[src/rtl/mc_ctrl_fsm.sv]
// mc_ctrl_fsm: multicycle control FSM for the MIPS-subset CPU.
// It steps each instruction through IF/ID/EXE/MEM/WB. It issues a one-cycle
// pcWre pulse together with the PC source select. It also drives the IR,
// register-file, ALU-mux and data-memory enables. The FSM waits in IF and MEM
// until memory reports ready.
//
// Ports
//   clk         in   system clock, rising edge
//   reset       in   asynchronous, active-low reset
//   opcode      in   IR[31:26]; sampled into op_q while in ID
//   zero        in   ALU zero flag, used in BR
//   mem_ready   in   memory access complete this cycle
//   pcWre       out  PC write strobe (one pulse per retired instruction)
//   pcSrc       out  00 PC+4, 01 branch target, 10 jump target
//   irWre       out  IR load enable
//   regWre      out  register file write enable
//   regDst      out  1: rd, 0: rt
//   aluSrcB     out  1: extended immediate, 0: rt
//   extSel      out  1: sign-extend, 0: zero-extend
//   wbSrc       out  1: data memory, 0: ALU result
//   memRd       out  data memory read enable
//   memWr       out  data memory write enable
//   state       out  current state encoding
//   halted      out  FSM is in HALT
//   illegal     out  sticky flag: an unknown opcode was decoded
//   insn_count  out  retired-instruction counter, wraps
module mc_ctrl_fsm #(
  parameter int CNT_W    = 32,
  parameter int MEM_WAIT = 1
) (
  input  logic             clk,
  input  logic             reset,
  input  logic [5:0]       opcode,
  input  logic             zero,
  input  logic             mem_ready,
  output logic             pcWre,
  output logic [1:0]       pcSrc,
  output logic             irWre,
  output logic             regWre,
  output logic             regDst,
  output logic             aluSrcB,
  output logic             extSel,
  output logic             wbSrc,
  output logic             memRd,
  output logic             memWr,
  output logic [2:0]       state,
  output logic             halted,
  output logic             illegal,
  output logic [CNT_W-1:0] insn_count
);

  localparam logic [2:0] S_IF   = 3'b000;
  localparam logic [2:0] S_ID   = 3'b001;
  localparam logic [2:0] S_MA   = 3'b010;
  localparam logic [2:0] S_MEM  = 3'b011;
  localparam logic [2:0] S_HALT = 3'b100;
  localparam logic [2:0] S_BR   = 3'b101;
  localparam logic [2:0] S_EXE  = 3'b110;
  localparam logic [2:0] S_WB   = 3'b111;

  localparam logic [5:0] OP_R    = 6'b000000;
  localparam logic [5:0] OP_ADDI = 6'b001000;
  localparam logic [5:0] OP_ORI  = 6'b001101;
  localparam logic [5:0] OP_LW   = 6'b100011;
  localparam logic [5:0] OP_SW   = 6'b101011;
  localparam logic [5:0] OP_BEQ  = 6'b000100;
  localparam logic [5:0] OP_J    = 6'b000010;
  localparam logic [5:0] OP_HALT = 6'b111111;

  logic [2:0]       state_q, state_d;
  logic [5:0]       op_q, op_d;
  logic             illegal_q, illegal_d;
  logic [CNT_W-1:0] cnt_q, cnt_d;
  logic             mem_rdy;

  // When the memory never stalls, act as if mem_ready were always high.
  assign mem_rdy = (MEM_WAIT != 0) ? mem_ready : 1'b1;

  // State register
  always_ff @(posedge clk or negedge reset) begin
    if (!reset) begin
      state_q   <= S_IF;
      op_q      <= '0;
      illegal_q <= 1'b0;
      cnt_q     <= '0;
    end else begin
      state_q   <= state_d;
      op_q      <= op_d;
      illegal_q <= illegal_d;
      cnt_q     <= cnt_d;
    end
  end

  // Next-state logic
  always_comb begin
    state_d   = state_q;
    op_d      = op_q;
    illegal_d = illegal_q;
    case (state_q)
      S_IF:  if (mem_rdy) state_d = S_ID;
      S_ID: begin
        op_d = opcode;
        case (opcode)
          OP_R, OP_ADDI, OP_ORI: state_d = S_EXE;
          OP_LW, OP_SW:          state_d = S_MA;
          OP_BEQ:                state_d = S_BR;
          OP_J:                  state_d = S_IF;
          OP_HALT:               state_d = S_HALT;
          default: begin
            state_d   = S_HALT;
            illegal_d = 1'b1;
          end
        endcase
      end
      S_EXE: state_d = S_WB;
      S_WB:  state_d = S_IF;
      S_MA:  state_d = S_MEM;
      S_MEM: if (mem_rdy) state_d = (op_q == OP_LW) ? S_WB : S_IF;
      S_BR:  state_d = S_IF;
      default: state_d = S_HALT;
    endcase
  end

  // Output decode. The strobes are forced low while reset is held, so that an
  // aborted access never reaches the datapath. Doing this in the combinational
  // path makes the abort take effect immediately.
  always_comb begin
    pcWre   = 1'b0;
    pcSrc   = 2'b00;
    irWre   = 1'b0;
    regWre  = 1'b0;
    regDst  = 1'b0;
    aluSrcB = 1'b0;
    extSel  = 1'b0;
    wbSrc   = 1'b0;
    memRd   = 1'b0;
    memWr   = 1'b0;
    if (reset) begin
      case (state_q)
        S_IF: irWre = mem_rdy;
        // A jump retires in ID. op_q is not loaded yet, so decode the live opcode.
        S_ID: if (opcode == OP_J) begin
          pcWre = 1'b1;
          pcSrc = 2'b10;
        end
        S_EXE: begin
          aluSrcB = (op_q != OP_R);
          extSel  = (op_q == OP_ADDI);
        end
        S_WB: begin
          regWre = 1'b1;
          regDst = (op_q == OP_R);
          wbSrc  = (op_q == OP_LW);
          pcWre  = 1'b1;
        end
        S_MA: begin
          aluSrcB = 1'b1;
          extSel  = 1'b1;
        end
        S_MEM: begin
          memRd = (op_q == OP_LW);
          memWr = (op_q != OP_LW);
          pcWre = (op_q != OP_LW) && mem_rdy;
        end
        S_BR: begin
          pcWre = 1'b1;
          pcSrc = zero ? 2'b01 : 2'b00;
        end
        default: ;
      endcase
    end
  end

  assign cnt_d      = cnt_q + CNT_W'(pcWre);
  assign state      = state_q;
  assign halted     = (state_q == S_HALT);
  assign illegal    = illegal_q;
  assign insn_count = cnt_q;

endmodule

[config.mk]
export PLATFORM = sky130hd
export DESIGN_NAME = mc_ctrl_fsm
export DESIGN_NICKNAME = d
export VERILOG_FILES = /design/src/rtl/mc_ctrl_fsm.sv
export SDC_FILE = /design/constraint.sdc
export NUM_CORES = 1
export LEC_CHECK = 0
export CAP_MARGIN = 30
export CELL_PAD_IN_SITES_DETAIL_PLACEMENT = 0
export CELL_PAD_IN_SITES_GLOBAL_PLACEMENT = 1
export CORE_MARGIN = 8
export CORE_UTILIZATION = 40
export CTS_CLUSTER_SIZE = 28
export DETAILED_ROUTE_END_ITERATION = 10
export HOLD_SLACK_MARGIN = 0.1
export PLACE_DENSITY_LB_ADDON = 0.3
export SYNTH_ARGS = -nofsm -noshare
export SYNTH_HDL_FRONTEND = slang
export SYNTH_SLANG_ARGS = --single-unit
[constraint.sdc]
create_clock -name clk -period 8.1 [get_ports clk]
set_clock_uncertainty 0.15 [all_clocks]
set_input_delay 2.025 -clock clk [delete_from_list [all_inputs] [get_ports clk]]
set_output_delay 2.025 -clock clk [all_outputs]
set_load 0.005 [all_outputs]
# Word level (Yosys, flattened, before mapping)
# Index checks and enable logic that the tools add are counted.
[op_classes]
n_addsub = 1
n_eq_ne = 19
n_mux = 28
n_bitwise = 1
reduce_logical = 11
[ops]
columns = ["op", "n"]
rows = [
  ["32-bit by 1-bit adder with 32-bit output", 1],
  ["6-bit equality test, second input constant", 4],
  ["6-bit by 4-bit equality test with 1-bit output, second input constant", 3],
  ["3-bit one-hot mux with 6 select lines", 1],
  ["1-bit two-way mux", 17],
  ["3-bit equality test, second input constant", 4],
  ["6-bit zero test", 2],
  ["3-bit one-hot mux with 4 select lines", 1],
  ["3-bit two-way mux", 3],
  ["8-bit OR reduction", 1],
  ["3-bit by 2-bit equality test with 1-bit output, second input constant", 2],
  ["6-bit by 2-bit equality test with 1-bit output, second input constant", 1],
  ["6-bit by 3-bit equality test with 1-bit output, second input constant", 1],
  ["6-bit != test, second input constant", 1],
  ["6-bit nonzero test", 1],
  ["2-bit two-way mux", 2],
  ["2-bit != test, second input constant", 2],
  ["1-bit one-hot mux with 2 select lines", 2],
  ["2-bit one-hot mux with 2 select lines", 1],
  ["2-bit AND reduction", 2],
  ["2-bit OR reduction", 2],
  ["3-bit by 1-bit equality test with 1-bit output, second input constant", 1],
  ["3-bit zero test", 1],
  ["1-bit one-hot mux with 3 select lines", 1],
  ["3 further kinds", 3],
]
[totals]
register_bits = 42
inputBits = 10
elab_cells = 64

# Logic depth before layout (Yosys ltp)
[depth]
word_depth = 5
mapped_depth = 11
mapped_depth_nobuf = 10

# Least setup slack after synthesis
# No wires, ideal clock.
[synth_timing]
path_type = "input to output"
from = "input port opcode[0]"
to = "output port pcWre"
arrival_ns = 2.862
t_required_ns = 5.925
path_slack_ns = 3.063
cell_stages = 4
path_buffers = 1
path_cell_list = "buf_2 -> nor4_1 -> and4_1 -> o21bai_1"
[synth_via]
elab_chain_cells = 4
[synth_rtl]
columns = ["item", "line", "text"]
rows = [
  ["from (decl)", "33", "input logic [5:0] opcode,"],
  ["6-bit by 2-bit equality test with 1-bit output", "142", "S_ID: if (opcode == OP_J) begin"],
  ["1-bit two-way mux", "142", ""],
  ["1-bit one-hot mux with 3 select lines", "139", "case (state_q)"],
  ["1-bit two-way mux", "138", "if (reset) begin"],
  ["to (decl)", "36", "output logic pcWre,"],
]
# Every way passes these cells.

# Final worst setup path
# Ends and elaborated chain as after synthesis.

==> flow_summary.ini <==
[clocking]
clockBufferDepth = 2
post-cts-setup-buffers = 0
root_buffer = clkbuf_8
cts_tree = built
ctsResizeCount = 0
htreeDepth = 2
clk_pin_slew_ns = 0.08
hold_buffers = 0
numCtsBuffers = 5
clock_sinks = 42
clock_latency_ns = 0.30

[timing]
finalCriticalPeriod_ns = 6.12
max_slew_margin = 0.597
fin_crit_sh = 0.756
grt_setup_unrepaired = false
hold_slack_ns = 0.318
fmax_mhz = 163
finalSetupTns_ns = 0
setup-violations-final = 0
hold_viol_final = 0
maxSlewViolCount = 0
worst_pin_slew_ns = 0.605

[power]
p_int_uw = 417
finalPower_uw = 594
p_clk_frac = 0.280
p_comb_frac = 0.233
power_density_mw_per_mm2 = 201
switching_share = 0.298
irDropWorstVdd_mv = 0.140
netSwitchingPower_uw = 177
p_seq_frac = 0.487
leakage_nw = 1.21

[synth]
synth_seq_area_share = 0.478
async_reset_ff_frac = 1.00
yosys.cell_types.count = 43
synth_fp_nets = 214
netlist_area_mm2 = 0.00220
syn_avg_cell_area_um2 = 10.9
synthTopCellsByArea = dfrtp_1, xnor2_1, nand3_1
synthFlopType = dfrtp_1
synth_top_area_frac = 0.478
yosys_warnings = 0
yosysTopAreaCell = dfrtp_1
synth_edf_count = 0
synth_seq_cells = 42
synthCells = 202

[placement]
gp_congestion = 0.784
port_buffers = 57
dp.cells = 327
place_hpwl_um = 3710

[die]
pin_count = 58
row_count = 27
initial_core_util = 0.406
dieArea_mm2 = 0.00812
die_x_um = 90.1
die_y_um = 90.1
core_area_mm2 = 0.00541

[setup_path]
crit_type = in2out
cp_max_fo = 9
required_ns = 5.93
worst_setup_path_end_kind = primary output
startpoint_type = input port
cp.arrival_ns = 3.95

[grt]
antenna_found_initial = 0
grt_max_degree = 29
grt_overflow = 0
grt_pass1_vias = 1701
grtUsageTotal = 0.125
grt_pass1_wl_um = 8490

[routing]
ant_nets = 0
avgRoutedWirePerCell_um = 14.9
finalWirelength_um = 5000
drc_errors = 0
vias_per_cell = 5.18
drtIter0Drc = 65
dr.pass1.iters = 4
vias = 1736

[layout]
fillerInstances = 501
fin_util = 0.546
finalNetCount = 274
drive_gt1_frac = 0.103
instances_no_fill = 335
multi_input_area_mm2 = 0.00109
diodes = 0
syn_to_final_growth_pct = 34.2
register_area_mm2 = 0.00105

[run_status]
status = finished, final reports clean

[min_path]
hold_class = reg2reg

[flow_run]
max_cap_viol_count = 0
-- layout by cell type, fill, tap and decap left out, types with 5 or more instances in the layout --
master	n
and3_1	5
clkbuf_8	5
clkdlybuf4s50_1	56
dfrtp_1	42
inv_1	8
mux2_2	5
nand2_1	14
nand3_1	16
nand4_1	10
nor2_1	7
nor3_1	5
xnor2_1	25
xor2_1	5
-- through the flow --
stage	cell area [µm²]	setup slack [ns]
floorplan	2200	3.06
global placement	2840	2.05
detailed placement	2840	1.99
CTS	2950	1.98
global route	2950	1.83
finish	2950	1.98
-- flip-flops by register name (all words and copies together), names as in the netlist --
| signal | count |
|---|---|
| insn_count | 32 |
| illegal | 1 |
| state | 3 |
| op_q | 6 |
-- path summary, 6_finish.rpt --
| check | from | to | slack [ns] | depth (start not counted) |
|---|---|---|---|---|
| setup / recovery | opcode[0] | pcWre | 1.98 | 5 |
| hold / removal | insn_count[31]$_DFF_PN0_ | insn_count[31]$_DFF_PN0_ | 0.32 | 1 |
| setup reg to reg | state[2]$_DFFE_PN0P_ | insn_count[28]$_DFF_PN0_ | 4.81 | 10 |
| hold reg to reg | insn_count[31]$_DFF_PN0_ | insn_count[31]$_DFF_PN0_ | 0.32 | 1 |
| max in group asynchronous | reset | state[0]$_DFFE_PN0P_ | 5.52 | 2 |
| min in group asynchronous | reset | insn_count[31]$_DFF_PN0_ | 1.58 | 1 |
-- critical path: stages --
cell,delay [ns]
clkdlybuf4s50_1,0.54
nor4_1,0.43
and4_1,0.26
o21bai_1,0.14
clkdlybuf4s50_1,0.55
-- synthesized netlist by cell type, types with 2 or more instances --
library cell / instances
nand4_4: 2
inv_1: 8
a21oi_1: 4
xor2_1: 5
or3_1: 2
nand4_1: 10
a31oi_1: 2
dfrtp_1: 42
nor2b_1: 4
nor4_4: 3
ha_1: 2
buf_2: 2
mux2_2: 5
o311ai_1: 2
xnor2_1: 25
o21bai_1: 2
clkbuf_1: 3
nor4b_1: 2
nor3_1: 5
nand3_1: 16
and3_1: 5
o21ai_0: 2
nor2_1: 7
nor4_2: 3
and4_1: 4
nand2_1: 14
nand2b_1: 3
nor4_1: 3
-- metal layers --
layer | GRT usage | up-vias | wire [µm]
met5 | 0 | - | 0
met4 | 0.0472 | 0 | 66
met3 | 0.0399 | 6 | 253
met2 | 0.200 | 38 | 2300
met1 | 0.155 | 837 | 2380
li1 | - | 855 | -
-- area by class of cell --
class | count | area share
clock buffers | 6 | 0.0246
clock inverters | 2 | 0.0127
inverters | 8 | 0.0102
multi-input cells | 147 | 0.371
flip-flops and latches | 42 | 0.356
well taps | 72 | 0.0305
repair buffers | 58 | 0.194
-- power by group through the flow --
stage	Sequential, mW	Combinational, mW	Clock [mW]
after floorplan	0.271	0.0853	0
after global placement	0.294	0.139	0
after detailed placement	0.294	0.139	0
after CTS	0.290	0.141	0.171
after global routing	0.296	0.151	0.180
final	0.289	0.139	0.166
-- cells by family (layout without fill, tap and decap cells) --
kind of cell | after synthesis | count (layout) | share of synthesized area
simple gates | 90 | 90 | 0.276
flops | 42 | 42 | 0.478
xor+xnor | 30 | 30 | 0.120
compound gates | 19 | 19 | 0.0615
buf+inv | 13 | 74 | 0.0233
mux | 5 | 5 | 0.0256
fa+ha+maj | 3 | 3 | 0.0159
No activity file was read; power rests on OpenSTA's default activity.
